$ cat config.mk
export PLATFORM = sky130hd
export DESIGN_NAME = fifo_drain
export DESIGN_NICKNAME = d
export VERILOG_FILES = /design/src/rtl/fifo_drain.sv
export SDC_FILE = /design/constraint.sdc
export NUM_CORES = 1
export LEC_CHECK = 0
export ABC_AREA = 1
export CORE_ASPECT_RATIO = 1.25
export CORE_MARGIN = 3
export CORE_UTILIZATION = 40
export CTS_CLUSTER_SIZE = 8
export DETAILED_ROUTE_END_ITERATION = 6
export PLACE_DENSITY_LB_ADDON = 0.15
export SLEW_MARGIN = 40
export SYNTH_ARGS = -nofsm -noshare
export SYNTH_HDL_FRONTEND = slang
export SYNTH_SLANG_ARGS = --single-unit
$ cat constraint.sdc
create_clock -name clk -period 1.8 [get_ports clk]
set_input_delay 0.36 -clock clk [delete_from_list [all_inputs] [get_ports clk]]
set_output_delay 0.36 -clock clk [all_outputs]
set_load 0.005 [all_outputs]
$ cat src/rtl/fifo_drain.sv
// Read-side controller for the 8-entry byte FIFO: absorbs the FIFO's registered
// read latency and re-presents bytes on a valid/ready stream with burst framing.
module fifo_drain #(
    parameter int DW        = 8,
    parameter int BURST_LEN = 16
) (
    input  logic          clk,
    input  logic          rst,
    input  logic          en,
    input  logic          fifo_empty,
    output logic          fifo_r_en,
    input  logic [DW-1:0] fifo_data,
    input  logic          fifo_valid,
    output logic [DW-1:0] m_data,
    output logic          m_valid,
    input  logic          m_ready,
    output logic          m_last,
    output logic [15:0]   byte_cnt,
    output logic          proto_err
);

    localparam int BW = (BURST_LEN > 1) ? $clog2(BURST_LEN) : 1;
    localparam logic [BW-1:0] BEAT_MAX = BW'(BURST_LEN - 1);

    logic [DW-1:0] data_q [4];
    logic [3:0]    last_q;

    logic [1:0]    wr_ptr_q, wr_ptr_d;
    logic [1:0]    rd_ptr_q, rd_ptr_d;
    logic [2:0]    occ_q, occ_d;
    logic          infl_q, infl_d;
    logic [BW-1:0] beat_q, beat_d;
    logic [15:0]   byte_cnt_q, byte_cnt_d;
    logic          proto_err_q, proto_err_d;

    logic          capture;
    logic          drain;
    logic          cap_last;

    // Buffer space is reserved at issue time, so a capture can never overflow.
    always_comb begin
        fifo_r_en = en & ~fifo_empty & ~rst
                    & (({1'b0, occ_q} + {3'b000, infl_q}) < 4'd4);
        capture   = fifo_valid & infl_q;
        cap_last  = (beat_q == BEAT_MAX);
        m_valid   = (occ_q != 3'd0) & ~rst;
        drain     = m_valid & m_ready;
        m_data    = data_q[rd_ptr_q];
        m_last    = last_q[rd_ptr_q] & m_valid;
        byte_cnt  = byte_cnt_q;
        proto_err = proto_err_q;

        wr_ptr_d    = wr_ptr_q;
        rd_ptr_d    = rd_ptr_q;
        occ_d       = occ_q;
        beat_d      = beat_q;
        byte_cnt_d  = byte_cnt_q;
        proto_err_d = proto_err_q;

        if (fifo_r_en) begin
            infl_d = 1'b1;
        end else if (fifo_valid) begin
            infl_d = 1'b0;
        end else begin
            infl_d = infl_q;
        end

        if (capture) begin
            wr_ptr_d = wr_ptr_q + 2'd1;
            beat_d   = cap_last ? '0 : beat_q + BW'(1);
        end
        if (fifo_valid && !infl_q) begin
            proto_err_d = 1'b1;
        end
        if (drain) begin
            rd_ptr_d   = rd_ptr_q + 2'd1;
            byte_cnt_d = byte_cnt_q + 16'd1;
        end

        case ({capture, drain})
            2'b10:   occ_d = occ_q + 3'd1;
            2'b01:   occ_d = occ_q - 3'd1;
            default: occ_d = occ_q;
        endcase
    end

    always_ff @(posedge clk) begin
        if (rst) begin
            wr_ptr_q    <= '0;
            rd_ptr_q    <= '0;
            occ_q       <= '0;
            infl_q      <= 1'b0;
            beat_q      <= '0;
            byte_cnt_q  <= '0;
            proto_err_q <= 1'b0;
        end else begin
            wr_ptr_q    <= wr_ptr_d;
            rd_ptr_q    <= rd_ptr_d;
            occ_q       <= occ_d;
            infl_q      <= infl_d;
            beat_q      <= beat_d;
            byte_cnt_q  <= byte_cnt_d;
            proto_err_q <= proto_err_d;
        end
    end

    // Storage needs no reset: occupancy alone decides what is visible.
    always_ff @(posedge clk) begin
        if (capture) begin
            data_q[wr_ptr_q] <= fifo_data;
            last_q[wr_ptr_q] <= cap_last;
        end
    end

endmodule

==> run_results.csv, run 1 <==
group,metric,value,unit
yosys,synthArstFlopShare,0,%
worst_setup_path,rr_worst_depth,12,
power,power_leakage,1.42,nW
sta,fmax,0.580,GHz
layout,area_growth,32.4,%
min_path,hold_path.class,"register to register",
clock_tree,clk_pin_slew,0.08,ns
layout,antenna_cells,0,
clock_tree,cts_buffer_depth,2,
clock_tree,cts_tree,"yes",
clock_tree,hold_buffers,0,
min_path,hold_depth,2,
worst_setup_path,rrSetupSlack,0.08,ns
worst_setup_path,crit_required,2.07,ns
worst_setup_path,slowest_stage,"dfxtp_2",
worst_setup_path,r2r-end,"occ_q[2]",
route,drc,0,
global_route,grt_pass1_vias,2127,
worst_setup_path,r2r_start,"occ_q[0]",
clock_tree,htreeDepth,3,
route,routedWlPerCell,11.9,um
sta,fin_crit_sh,95.7,%
yosys,synth_edf_count,36,
worst_setup_path,worstPathArrival,2.00,ns
floorplanning,rows,34,
floorplanning,die_h,102,um
sta,tightest_slew,0.465,ns
clock_tree,clkSinkCount,67,
placement,dp_hpwl,4080,um
route,wl,5690,um
layout,fin_nets,406,
floorplanning,die_w,82.5,um
yosys,synthFlopType,"edfxtp_1",
yosys,synth.area.top_cells,"edfxtp_1, dfxtp_1, nor2_1",
worst_setup_path,path_class,"register to register",
yosys,yosysWarningCount,0,
layout,stdcell_area,3870,um^2
sta,setup_viol,0,
sta,drv_slew,0,
sta,period_needed,1.72,ns
yosys,synthCells,310,
worst_setup_path,crit_path_start_kind,"register",
min_path,worst_hold_path.endpoint,"proto_err",
sta,hold_violations,0,
power,p_total,3.09,mW
yosys,syn-cell-area,2920,um^2
placement,place_congestion,0.803,
power,power_density,798,nW/um^2
worst_setup_path,critical_path.cell_chain,"nor2_1 > nand2_2 > buf_4 > nand3_4 > inv_4 > ha_4 > inv_2 > fa_2 > a21oi_2 > o21ai_1 > a21oi_1 > o21a_1",
sta,rsz0062_at_grt,"true",
floorplanning,pin_count,42,
yosys,synth_cell_type_count,31,
route,final_antenna_net_count,0,
clock_tree,insertion_delay,0.33,ns
global_route,grt_max_degree,17,
worst_setup_path,slowest_delay,0.34,ns
layout,drive_gt1_share,20.8,%
sta,slew-limit-headroom,68.7,%
flow_run,drv_cap,0,
route,dr_total_vias,2266,
global_route,overflow,0,
yosys,synth.ff_latch_count,67,
placement,place_area,3600,um^2
yosys,ys_seq_area_share,58.2,%
worst_setup_path,end_kind,"register",
yosys,synthTopCellsByCount,"nor2_1, nand2_1, edfxtp_1",
min_path,min_from,"proto_err",
yosys,yosysMostFrequentCell,"nor2_1",
clock_tree,cts_root_buf,"clkbuf_8",
status,status,"finished, final reports clean",
placement,port-buffer-count,41,
yosys,synth_nets,332,
floorplanning,initial_utilization,41.6,%
floorplanning,die-area,8370,um^2
global_route,grt_pass1_wl,9490,um
yosys,yosys.area.top_type,"edfxtp_1",
sta,finalClockSkew,0.0105,ns
global_route,track_usage,14.9,%
global_route,antenna_found_initial,0,
route,viasPerCell,4.73,
floorplanning,core-area,7020,um^2
yosys,synth_top_area_share,37.0,%
worst_setup_path,worstPathMaxFanout,3,
clock_tree,cts_buffers,9,
route,dr.pass1.iters,4,
route,drtIter0Drc,48,
power,ir_worst_vdd,423,uV
yosys,postSynthAreaPerCell,9.43,um^2
[kinds of logic (layout without fill, tap and decap cells)]
kind of cell               after synthesis  in the layout  synth area share, %
and+or+nand+nor                        137            137                 21.7
adders and majority gates                8              8                 3.68
buffers and inverters                   40            119                 5.86
xor gates and xnor gates                 1              1                0.300
AOI/OAI and AO/OA                       57             57                 10.2
DFF                                     67             67                 58.2
[flip-flops by register name, indices dropped and copies added (netlist names), named ones only]
| name | flops |
|---|---|
| occ_q | 3 |
| rd_ptr_q | 2 |
| data_q | 32 |
| infl_q | 1 |
| wr_ptr_q | 2 |
| beat_q | 4 |
| proto_err | 1 |
| byte_cnt | 16 |
| last_q | 4 |
[per-stage QoR]
| step | hold slack, ns | cells | TNS, ns | util, % | setup slack [ns] |
|---|---|---|---|---|---|
| after floorplan | 0.459 | 310 | 0 | - | 0.0168 |
| after global placement | 0.465 | 457 | -1.78 | 51.3 | -0.293 |
| after detailed placement | 0.464 | 457 | -2.07 | 51.3 | -0.319 |
| after CTS | 0.492 | 478 | -0.0143 | 55.0 | -0.0143 |
| after global routing | 0.544 | 479 | -0.0864 | 55.2 | -0.0660 |
| final | 0.486 | 479 | 0 | 55.2 | 0.0766 |
[metal layers]
metal / global-route usage, % / wire, um / up-vias
met3: 3.74 / 240 / 9
met2: 24.5 / 2880 / 42
li1: - / - / 1182
met4: 6.01 / 90 / 0
met5: 0 / 0 / -
met1: 18.4 / 2480 / 1033
[worst max-delay path, delay by kind of cell, from the launching register on]
kind / cells / cell delay, ns
buf+inv: 3 / 0.21
compound gates: 4 / 0.47
flops: 1 / 0.34
fa+ha+maj: 2 / 0.45
simple gates: 3 / 0.18
[final cells by class]
| type | instances | area, um^2 |
|---|---|---|
| sequential | 67 | 1710 |
| multi-input combinational | 203 | 1080 |
| clock inverter | 7 | 92.6 |
| tap | 90 | 113 |
| fill | 616 | 3150 |
| clock buffer | 9 | 124 |
| timing repair buffer | 70 | 619 |
| inverter | 33 | 131 |
[where the power goes]
part	leakage, nW	switching, mW	total, mW	internal [mW]
Combinational	0.743	0.0663	0.137	0.0710
Sequential	0.570	0.00687	1.62	1.62
Clock	0.103	0.553	1.33	0.774
Total	1.42	0.626	3.09	2.46
[timing repair]
action,4_1_cts,5_1_grt
gates resized for setup,26,16
setup endpoints to repair,11,9
pin swaps,2,1
endpoints found under the hold margin,0,0
setup buffers,5,1
[cell usage in the layout (no fill, tap or decap), types with 2 or more instances in the layout]
cell,n
bufinv_16,2
o22ai_1,8
inv_1,28
inv_4,3
nand2_1,37
nor3_2,4
clkdlybuf4s50_1,29
nand4_1,2
nor2_2,5
dfxtp_1,26
o21ai_1,9
buf_4,27
nor2_4,2
a21oi_1,16
dfxtp_2,4
edfxtp_1,36
inv_2,2
nand2_2,4
clkbuf_8,9
nand3_1,12
clkinvlp_4,2
dlygate4sd2_1,8
a21oi_2,3
ha_1,6
nor2_1,63
clkbuf_2,3
o21ai_0,20
[worst max-delay path by stage]
stage                      endpoint  startpoint
after floorplan            occ_q[2]         rst
after global placement       m_last         rst
after detailed placement   occ_q[2]         rst
after CTS                 m_data[2]    register
after global routing       occ_q[2]    occ_q[2]
final                      occ_q[2]    occ_q[0]
Power figures use the tool's default switching activity.
==> run 2: changes to the inputs <==
clock period = 2 ns   (was 1.8 ns; I/O delays follow)
==> run_results.csv, run 2 (same netlist as run 1, synthesis figures left out) <==
group,metric,value,unit
power,power_leakage,1.38,nW
route,routedWlPerCell,12.4,um
clock_tree,hold_buffers,0,
floorplanning,die_w,82.5,um
status,status,"finished, final reports clean",
sta,fin_crit_sh,93.9,%
global_route,overflow,0,
layout,fin_cells,473,
layout,most-common-layout-cells,"nor2_1, nand2_1, edfxtp_1, clkdlybuf4s50_1, inv_1",
clock_tree,htreeDepth,3,
floorplanning,pin_count,42,
power,combPwrFrac,4.3,%
route,drc,0,
route,dr.max_layer_used,"met4",
worst_setup_path,path_class,"register to primary output",
clock_tree,cts_tree,"yes",
layout,multi_input_area,1050,um^2
power,p_int,2.22,mW
clock_tree,cts_buffers,9,
placement,place_congestion,0.766,
global_route,grt_max_degree,17,
sta,fin_ws,0.122,ns
min_path,hold_depth,2,
worst_setup_path,crit_path_start_kind,"register",
layout,fin_nets,400,
placement,placedCellCount,452,
route,met3_length,281,um
clock_tree,clkSinkCount,67,
floorplanning,die-area,8370,um^2
route,wl_met2,2970,um
floorplanning,core-area,7020,um^2
route,wl,5870,um
power,p_clk_share,43.5,%
route,dr.pass1.iters,4,
global_route,track_usage,15.2,%
power,ir_worst_vdd,318,uV
flow_run,drv_cap,0,
sta,slew-limit-headroom,73.9,%
worst_setup_path,end_kind,"primary output",
power,swShare,20.7,%
power,p_sw,0.580,mW
worst_setup_path,worstPathArrival,1.48,ns
sta,period_needed,1.88,ns
worst_setup_path,worstPathMaxFanout,7,
layout,seq_area,1710,um^2
layout,utilization,54.1,%
power,power_density,736,nW/um^2
global_route,grt_pass1_vias,2137,
placement,dp_hpwl,3970,um
sta,tightest_slew,0.389,ns
sta,drv_slew,0,
global_route,antenna_found_initial,0,
sta,finalClockSkew,0.00823,ns
sta,fmax,0.532,GHz
clock_tree,clk_pin_slew,0.07,ns
clock_tree,cts_buffer_depth,2,
route,final_antenna_net_count,0,
clock_tree,insertion_delay,0.33,ns
route,dr_total_vias,2219,
placement,port-buffer-count,41,
layout,top_register,"data_q",
layout,final_common_cell,"nor2_1",
floorplanning,rows,34,
global_route,grt_pass1_wl,9560,um
layout,drive_gt1_share,16.7,%
layout,fill_cells,657,
power,pwr-share-seq,52.2,%
sta,rsz0062_at_grt,"false",
route,viasPerCell,4.69,
worst_setup_path,crit_required,1.60,ns
worst_setup_path,rr_worst_depth,11,
floorplanning,initial_utilization,41.6,%
route,drtIter0Drc,48,
floorplanning,die_h,102,um
sta,setup_viol,0,
sta,hold_violations,0,
clock_tree,cts_root_buf,"clkbuf_8",
layout,antenna_cells,0,
layout,largest_reg_flops,32,
placement,dpl_worst_slack,-0.238,ns
layout,area_growth,29.9,%
min_path,hold_path.class,"register to register",
route,wl_met1,2550,um
run 2: cell types whose count changed in the layout (fill, tap and decap cells not counted), sizes merged, moves of 2 or more:
cell | before | now
buf | 29 | 23
clkbuf | 12 | 9
clkinvlp | 2 | 0
dlygate4sd2 | 8 | 10
run 2: final cells by class:
cell class                 count  share of cell area [%]
sequential                    67                    45.0
clock buffer                   9                    3.26
inverter                      33                    3.39
multi-input combinational    203                    27.7
tap                           90                    2.97
timing repair buffer          64                    15.2
clock inverter                 7                    2.41
run 2: final timing paths:
path             start        end  slack, ns
max reg2reg   occ_q[2]   occ_q[2]       0.27
min reg2reg  proto_err  proto_err       0.48
min          proto_err  proto_err       0.48
max           register  m_data[3]       0.12
run 2: what timing repair did:
| action | 4_1_cts | 5_1_grt |
|---|---|---|
| setup endpoints to repair | 11 | 2 |
| gates cloned | 2 | 0 |
| setup buffers | 3 | 0 |
| gates resized for setup | 23 | 3 |
| pin swaps | 2 | 1 |
run 2: metal layers:
metal	up-vias	global-route usage, %
met3	6	3.83
met4	0	6.91
met1	1002	16.8
met5	-	0
met2	41	26.9
li1	1170	-
run 2: power groups by stage:
stage / Sequential (mW) / Combinational, mW / Clock (mW)
2_1_floorplan: 1.49 / 0.0516 / 0
3_3_place_gp: 1.49 / 0.119 / 0
3_5_place_dp: 1.49 / 0.121 / 0
4_1_cts: 1.46 / 0.122 / 1.24
5_1_grt: 1.46 / 0.136 / 1.30
6_report: 1.46 / 0.120 / 1.21
run 2: worst max-delay path, cell delays in order, from the launching register on:
cell and delay [ns]:
dfxtp_4 0.37, buf_4 0.17, buf_4 0.12, o21ai_1 0.06, o22ai_1 0.19, clkdlybuf4s15_1 0.23
run 2: through the flow:
stage               TNS (ns)  cell area, um^2  power (mW)  hold WS (ns)
finish                     0             3800        2.80         0.476
global route               0             3800        2.90         0.539
floorplan                  0             2920        1.54         0.460
detailed placement    -0.640             3540        1.61         0.467
global placement      -0.489             3540        1.61         0.460
CTS                        0             3790        2.82         0.489
==> run 3: changes to the inputs <==
CAP_MARGIN = 10   (was default)
==> results of run 3 <==
The final DEF is identical to that of run 2; final timing and power are the same.
